File: config.mk
export PLATFORM = sky130hd
export DESIGN_NAME = fpt_telemetry_uart
export DESIGN_NICKNAME = d
export VERILOG_FILES = /design/src/rtl/fpt_telemetry_pkg.sv /design/src/rtl/fpt_telemetry_uart_tx.sv /design/src/rtl/fpt_telemetry_uart.sv
export SDC_FILE = /design/constraint.sdc
export NUM_CORES = 1
export LEC_CHECK = 0
export BUFFER_PORTS_ARGS = -buffer_cell sky130_fd_sc_hd__buf_2
export CAP_MARGIN = 40
export CORE_MARGIN = 2
export CORE_UTILIZATION = 45
export DETAILED_ROUTE_END_ITERATION = 6
export SKIP_CTS_REPAIR_TIMING = 1
export SLEW_MARGIN = 10
export SYNTH_ARGS = -nofsm -noshare
export SYNTH_HDL_FRONTEND = slang
export SYNTH_HIERARCHICAL = 1
export SYNTH_SLANG_ARGS = --single-unit
File: constraint.sdc
create_clock -name clk_142mhz -period 3.26 [get_ports clk_142mhz]
set_clock_uncertainty 0.2 [all_clocks]
set_input_delay 0.489 -clock clk_142mhz [delete_from_list [all_inputs] [get_ports clk_142mhz]]
set_output_delay 0.489 -clock clk_142mhz [all_outputs]
set_load 0.05 [all_outputs]
File: src/rtl/fpt_telemetry_pkg.sv
`default_nettype none
// ============================================================================
// Module : fpt_telemetry_pkg
// Shared frame constants, transmit states and snapshot type for telemetry.
// Rev    : 1.0
// ============================================================================
package fpt_telemetry_pkg;

  localparam logic [7:0] SYNC_BYTE   = 8'hA5;
  localparam int         FRAME_BYTES = 5;

  typedef enum logic [1:0] {
    IDLE  = 2'd0,
    START = 2'd1,
    DATA  = 2'd2,
    STOP  = 2'd3
  } tx_state_e;

  typedef struct packed {
    logic        veto;
    logic [1:0]  attention;
    logic [15:0] corr;
  } snapshot_t;

  function automatic logic [7:0] pack_status(input snapshot_t snap, input logic [4:0] seq);
    return {snap.veto, snap.attention, seq};
  endfunction

endpackage
`default_nettype wire

File: src/rtl/fpt_telemetry_uart_tx.sv
`default_nettype none
// ============================================================================
// Module : uart_tx_8n1
// 8N1 byte serializer; ready in idle and in the last stop-bit cycle.
// Rev    : 1.0
// ============================================================================
module uart_tx_8n1
  import fpt_telemetry_pkg::*;
#(
  parameter int BAUD_DIV = 1232
) (
  input  logic       clk_i,
  input  logic       rst_i,
  input  logic       byte_valid_i,
  input  logic [7:0] data_i,
  output logic       byte_ready_o,
  output logic       tx_o
);

  localparam int               CNT_W    = $clog2(BAUD_DIV);
  localparam logic [CNT_W-1:0] CNT_LAST = CNT_W'(BAUD_DIV - 1);

  tx_state_e        state_q, state_d;
  logic [CNT_W-1:0] cnt_q, cnt_d;
  logic [2:0]       bit_q, bit_d;
  logic [7:0]       shift_q, shift_d;
  logic             tx_q, tx_d;
  logic             bit_end;

  assign bit_end      = (cnt_q == CNT_LAST);
  assign byte_ready_o = (state_q == IDLE) || ((state_q == STOP) && bit_end);
  assign tx_o         = tx_q;

  always_comb begin
    state_d = state_q;
    cnt_d   = bit_end ? '0 : cnt_q + 1'b1;
    bit_d   = bit_q;
    shift_d = shift_q;
    tx_d    = tx_q;
    case (state_q)
      IDLE: cnt_d = '0;
      START: begin
        if (bit_end) begin
          state_d = DATA;
          bit_d   = 3'd0;
          tx_d    = shift_q[0];
          shift_d = {1'b0, shift_q[7:1]};
        end
      end
      DATA: begin
        if (bit_end) begin
          if (bit_q == 3'd7) begin
            state_d = STOP;
            tx_d    = 1'b1;
          end else begin
            bit_d   = bit_q + 1'b1;
            tx_d    = shift_q[0];
            shift_d = {1'b0, shift_q[7:1]};
          end
        end
      end
      STOP: begin
        if (bit_end) state_d = IDLE;
      end
      default: state_d = IDLE;
    endcase
    // A byte accepted in the final stop cycle starts its start bit with no gap.
    if (byte_valid_i && byte_ready_o) begin
      state_d = START;
      cnt_d   = '0;
      bit_d   = 3'd0;
      shift_d = data_i;
      tx_d    = 1'b0;
    end
  end

  always_ff @(posedge clk_i) begin
    if (rst_i) begin
      state_q <= IDLE;
      cnt_q   <= '0;
      bit_q   <= 3'd0;
      shift_q <= 8'h00;
      tx_q    <= 1'b1;
    end else begin
      state_q <= state_d;
      cnt_q   <= cnt_d;
      bit_q   <= bit_d;
      shift_q <= shift_d;
      tx_q    <= tx_d;
    end
  end

endmodule
`default_nettype wire

File: src/rtl/fpt_telemetry_uart.sv
`default_nettype none
// ============================================================================
// Module : fpt_telemetry_uart
// Snapshots FPT core outputs on tick/veto edge and sends 5-byte UART frames.
// Rev    : 1.0
// ============================================================================
module fpt_telemetry_uart
  import fpt_telemetry_pkg::*;
#(
  parameter int CLK_HZ       = 142000000,
  parameter int BAUD         = 115200,
  parameter int FRAME_PERIOD = 1420000
) (
  input  logic        clk_142mhz,
  input  logic        rst,
  input  logic [15:0] motor_correction,
  input  logic        veto_in,
  input  logic [1:0]  attention_level,
  input  logic        sensor_valid,
  output logic        uart_tx,
  output logic        busy,
  output logic        frame_sent,
  output logic [7:0]  drop_count
);

  localparam int                  BAUD_DIV    = CLK_HZ / BAUD;
  localparam int                  PERIOD_W    = $clog2(FRAME_PERIOD);
  localparam logic [PERIOD_W-1:0] PERIOD_LAST = PERIOD_W'(FRAME_PERIOD - 1);
  localparam logic [2:0]          LAST_IDX    = 3'(FRAME_BYTES);

  logic [PERIOD_W-1:0] period_q, period_d;
  logic                veto_q;
  snapshot_t           slot_q, slot_d, frame_q, frame_d, snap;
  logic                slot_full_q, slot_full_d;
  logic                busy_q, busy_d;
  logic [2:0]          idx_q, idx_d;
  logic [4:0]          seq_q, seq_d, fseq_q, fseq_d;
  logic [7:0]          drop_q, drop_d;

  logic       tick, veto_edge, trig;
  logic       byte_ready, byte_valid, frame_end, send_next;
  logic       start_slot, start_new, start;
  logic [7:0] byte_data, status_byte;

  assign tick      = (period_q == PERIOD_LAST);
  assign veto_edge = veto_in & ~veto_q;
  assign trig      = veto_edge | (tick & sensor_valid);
  assign snap      = {veto_in, attention_level, motor_correction};

  // idx_q counts bytes already handed to the serializer for the current frame.
  assign frame_end  = busy_q & byte_ready & (idx_q == LAST_IDX);
  assign send_next  = busy_q & byte_ready & (idx_q != LAST_IDX);
  assign start_slot = slot_full_q & (frame_end | ~busy_q);
  assign start_new  = ~busy_q & ~slot_full_q & trig;
  assign start      = start_slot | start_new;
  assign byte_valid = start | send_next;

  always_comb begin
    status_byte = pack_status(frame_q, fseq_q);
    byte_data   = SYNC_BYTE;
    if (!start) begin
      case (idx_q)
        3'd1:    byte_data = status_byte;
        3'd2:    byte_data = frame_q.corr[15:8];
        3'd3:    byte_data = frame_q.corr[7:0];
        3'd4:    byte_data = SYNC_BYTE ^ status_byte ^ frame_q.corr[15:8] ^ frame_q.corr[7:0];
        default: byte_data = SYNC_BYTE;
      endcase
    end
  end

  always_comb begin
    period_d    = tick ? '0 : period_q + 1'b1;
    slot_d      = slot_q;
    slot_full_d = slot_full_q;
    frame_d     = frame_q;
    fseq_d      = fseq_q;
    seq_d       = seq_q;
    idx_d       = idx_q;
    busy_d      = busy_q;
    drop_d      = drop_q;

    if (start) begin
      frame_d = start_slot ? slot_q : snap;
      fseq_d  = seq_q;
      seq_d   = seq_q + 1'b1;
      idx_d   = 3'd1;
      busy_d  = 1'b1;
    end else if (send_next) begin
      idx_d = idx_q + 1'b1;
    end else if (frame_end) begin
      busy_d = 1'b0;
    end

    if (start_slot) slot_full_d = 1'b0;

    // Occupancy is judged before any same-cycle load out of the slot.
    if (trig && !start_new) begin
      if (!(busy_q && slot_full_q)) begin
        slot_d      = snap;
        slot_full_d = 1'b1;
      end else begin
        if (drop_q != 8'hFF) drop_d = drop_q + 1'b1;
        if (veto_edge) begin
          slot_d      = snap;
          slot_full_d = 1'b1;
        end
      end
    end
  end

  always_ff @(posedge clk_142mhz) begin
    if (rst) begin
      period_q    <= '0;
      veto_q      <= 1'b0;
      slot_q      <= '0;
      slot_full_q <= 1'b0;
      frame_q     <= '0;
      fseq_q      <= 5'd0;
      seq_q       <= 5'd0;
      idx_q       <= 3'd0;
      busy_q      <= 1'b0;
      drop_q      <= 8'h00;
    end else begin
      period_q    <= period_d;
      veto_q      <= veto_in;
      slot_q      <= slot_d;
      slot_full_q <= slot_full_d;
      frame_q     <= frame_d;
      fseq_q      <= fseq_d;
      seq_q       <= seq_d;
      idx_q       <= idx_d;
      busy_q      <= busy_d;
      drop_q      <= drop_d;
    end
  end

  uart_tx_8n1 #(
    .BAUD_DIV(BAUD_DIV)
  ) u_ser (
    .clk_i       (clk_142mhz),
    .rst_i       (rst),
    .byte_valid_i(byte_valid),
    .data_i      (byte_data),
    .byte_ready_o(byte_ready),
    .tx_o        (uart_tx)
  );

  assign busy       = busy_q;
  assign frame_sent = frame_end;
  assign drop_count = drop_q;

endmodule
`default_nettype wire

==> results.txt <==
----------------------------------------------------
[Cells and area]
  Number of antenna cells inserted ... 0
  Fraction of final layout cells sized beyond drive strength 1 ... 0.123
  FILL cells ... 1,091
  Synth-to-Final Area Change ... 10.5%
  Number of nets in the final layout ... 661
  Footprint of the multi-input gates ... 3020 sq um
  Most used cells in the layout excluding fill and tap cells ... sky130_fd_sc_hd__nor2_1, sky130_fd_sc_hd__dfxtp_1, sky130_fd_sc_hd__mux2i_1
  Final Instance Area ... 5920 sq um
  Sequential Area ... 2160 sq um

[Floorplanning]
  Number of cell rows ... 39
  Die W ... 113 um
  I/O pin count ... 33
  Initial core utilization ... 0.465
  Placeable Area ... 11,500 sq um
  Floorplan die height ... 113 um
  Total die area ... 12,800 sq um

[Timing]
  Sum Neg Setup Slack ... 0 ns
  Final clock period utilization by the worst path ... 0.924
  Setup repair after global routing missed its margin ... no
  Hold Vio Cnt, Final ... 0
  Actual transition at the worst max-transition pin ... 0.619 ns
  Worst hold margin ... 0.185 ns
  Worst rel slew slack ... 0.586
  Final slew viol count ... 0
  Min Tclk post-route ... 3.01 ns
  Maximum clock rate ... 0.332 GHz
  Final-report setup violation count ... 0

[Min path]
  Min-delay worst type ... input port to flop

[Global route]
  Largest net degree at the start of global routing ... 57
  Via count of the first global-routing pass ... 3,995
  Wire length of the first global-routing pass ... 18,900 um
  Gr ovfl total ... 0
  Global-route total usage across every layer ... 0.181
  Initial antenna violation count ... 0

[Job]
  Number of max-cap violations ... 0

[Routing]
  Antenna viol nets, final ... 0
  DRC violation total after the first TritonRoute iteration ... 237
  Number of iterations in the first detailed-routing pass ... 4
  Routed wire per std cell ... 14.2 um
  Total number of vias ... 4,256
  Routed WL ... 10,900 um
  Drt via density ... 5.53
  Remaining design rule violation count ... 0

[Synthesis]
  Asr flop ratio synth ... 0
  Syn_nets ... 640
  Synth unique cells ... 61
  Post-synthesis average cell area ... 8.91 sq um
  Warnings, synthesis ... 6
  Flops & latches, synth ... 108
  Share of the yosys chip area belonging to registers ... 0.404
  Mapped Cells ... 601
  Number of flops mapped to enable cells by yosys ... 0
  Synthesized area ... 5360 sq um
  Main flop type after synthesis ... sky130_fd_sc_hd__dfxtp_1

[Clock network]
  Buffers from clock root to sink, at most ... 2
  CTS H-Tree Depth ... 3
  TritonCTS clock tree ... built
  Clock latency reported for the late side of the worst-skew pair ... 0.35 ns
  TritonCTS buffer count ... 9
  Clock root buffer ... sky130_fd_sc_hd__clkbuf_16
  Total number of clock tree sinks ... 108
  Post-CTS clock slew at the launch and capture registers of the worst setup and hold paths ... 0.07 ns

[Power]
  Power Dens Cells ... 475 nW/um^2
  Post-layout total power ... 0.00281 W
  Maximum vdd drop ... 0.335 mV
  Static leakage ... 2.27 nW

[Setup path]
  CP max FO ... 16
  Kind of capture point of the worst setup path ... flop
  Startpoint kind of the worst setup timing path ... flop
  Start-to-end type of the worst setup path ... flop to flop
  Required @ worst endpoint ... 3.31 ns
  CP Data Arrival Time ... 3.06 ns
  FF-to-FF setup slack ... 0.25 ns

[Place]
  DP Wirelength ... 7540 um
  Instance area at placement ... 5650 sq um
  Buffers on Ports ... 32
  Routability-driven placement congestion ratio ... 0.835

[Outcome]
  Outcome ... finished clean

----------------------------------------------------
-- layout make-up --
type	count	area share
well taps	143	0.0302
clock inverters	5	0.00655
flip-flops and latches	108	0.365
inverters	13	0.00824
multi-input cells	447	0.510
clock buffers	10	0.0387
repair buffers	43	0.0416
-- worst paths after layout --
check / cells past startpoint / start / endpoint
setup reg to reg: 13 / u_ser/cnt_q[0] / u_ser/shift_q[1]
hold / removal: 3 / attention_level[1] / slot_q[17]
hold reg to reg: 1 / u_ser/cnt_q[0] / u_ser/cnt_q[0]
setup / recovery: 13 / u_ser/cnt_q[0] / u_ser/shift_q[1]
-- power by group --
part           internal (W)  switching (W)  leakage [nW]
clock network      0.000518       0.000493         0.129
logic              0.000146       0.000213          1.26
registers           0.00139      0.0000582         0.880
total               0.00205       0.000764          2.27
-- cell families after synthesis --
logic type	share of synthesized area
AO/OA/AOI/OAI	0.138
XOR/XNOR	0.0621
adder cells (fa/ha/maj)	0.0397
buffers and inverters	0.0409
flip-flops	0.404
multiplexers	0.0927
AND/OR/NAND/NOR	0.223
-- state kept, by name, summed over array words and instances (netlist names), 2 cells and up --
signal,cells
period_q,21
frame_q,19
slot_q,19
u_ser/cnt_q,11
drop_count,8
u_ser/shift_q,8
fseq_q,5
seq_q,5
idx_q,3
u_ser/bit_q,3
u_ser/state_q,2
-- through the flow --
step / cells / utilization / setup WS (ns)
CTS: 769 / 0.514 / 0.202
global placement: 754 / 0.491 / 0.368
detailed placement: 754 / 0.491 / 0.215
global route: 769 / 0.514 / 0.00143
floorplan: 601 / - / 0.0112
finish: 769 / 0.514 / 0.249
-- critical path, stage by stage (launching register included) --
cell and delay, ns:
sky130_fd_sc_hd__dfxtp_1 0.33, sky130_fd_sc_hd__ha_1 0.22, sky130_fd_sc_hd__and3_1 0.19, sky130_fd_sc_hd__and3_1 0.15, sky130_fd_sc_hd__a21o_1 0.21, sky130_fd_sc_hd__and3_1 0.20, sky130_fd_sc_hd__o21ai_2 0.18, sky130_fd_sc_hd__o221ai_4 0.13
sky130_fd_sc_hd__nand2b_1 0.17, sky130_fd_sc_hd__and2_1 0.18, sky130_fd_sc_hd__a41oi_4 0.23, sky130_fd_sc_hd__buf_6 0.20, sky130_fd_sc_hd__nor2_1 0.06, sky130_fd_sc_hd__a311oi_1 0.26
-- cell usage after synthesis (all sizes together) (3+ instances only) --
master,instances,area share
mux2i,44,0.082
mux2,5,0.011
o21ai,28,0.026
and4bb,3,0.0070
nand2b,7,0.0082
nor2,108,0.076
and3,9,0.011
a211oi,20,0.028
nand2,18,0.013
a21oi,17,0.016
xor2,13,0.021
nor3b,4,0.0077
nand3,29,0.029
a22oi,6,0.0084
nor2b,9,0.011
buf,19,0.022
dfxtp,108,0.40
nor4,3,0.0035
clkbuf,14,0.0098
nand4,12,0.014
inv,13,0.0091
and4,3,0.0049
a311oi,8,0.013
and2,5,0.0058
xnor2,25,0.041
ha,17,0.040
o21a,3,0.0042
or3,5,0.0065
nor3,10,0.0093
o22ai,5,0.0058
-- per-layer routing --
layer | share of wire | track usage
met5 | 0 | 0
met3 | 0.030 | 0.0509
met4 | 0.010 | 0.0553
met1 | 0.49 | 0.238
met2 | 0.47 | 0.289
(Power assumes the default switching activity.)
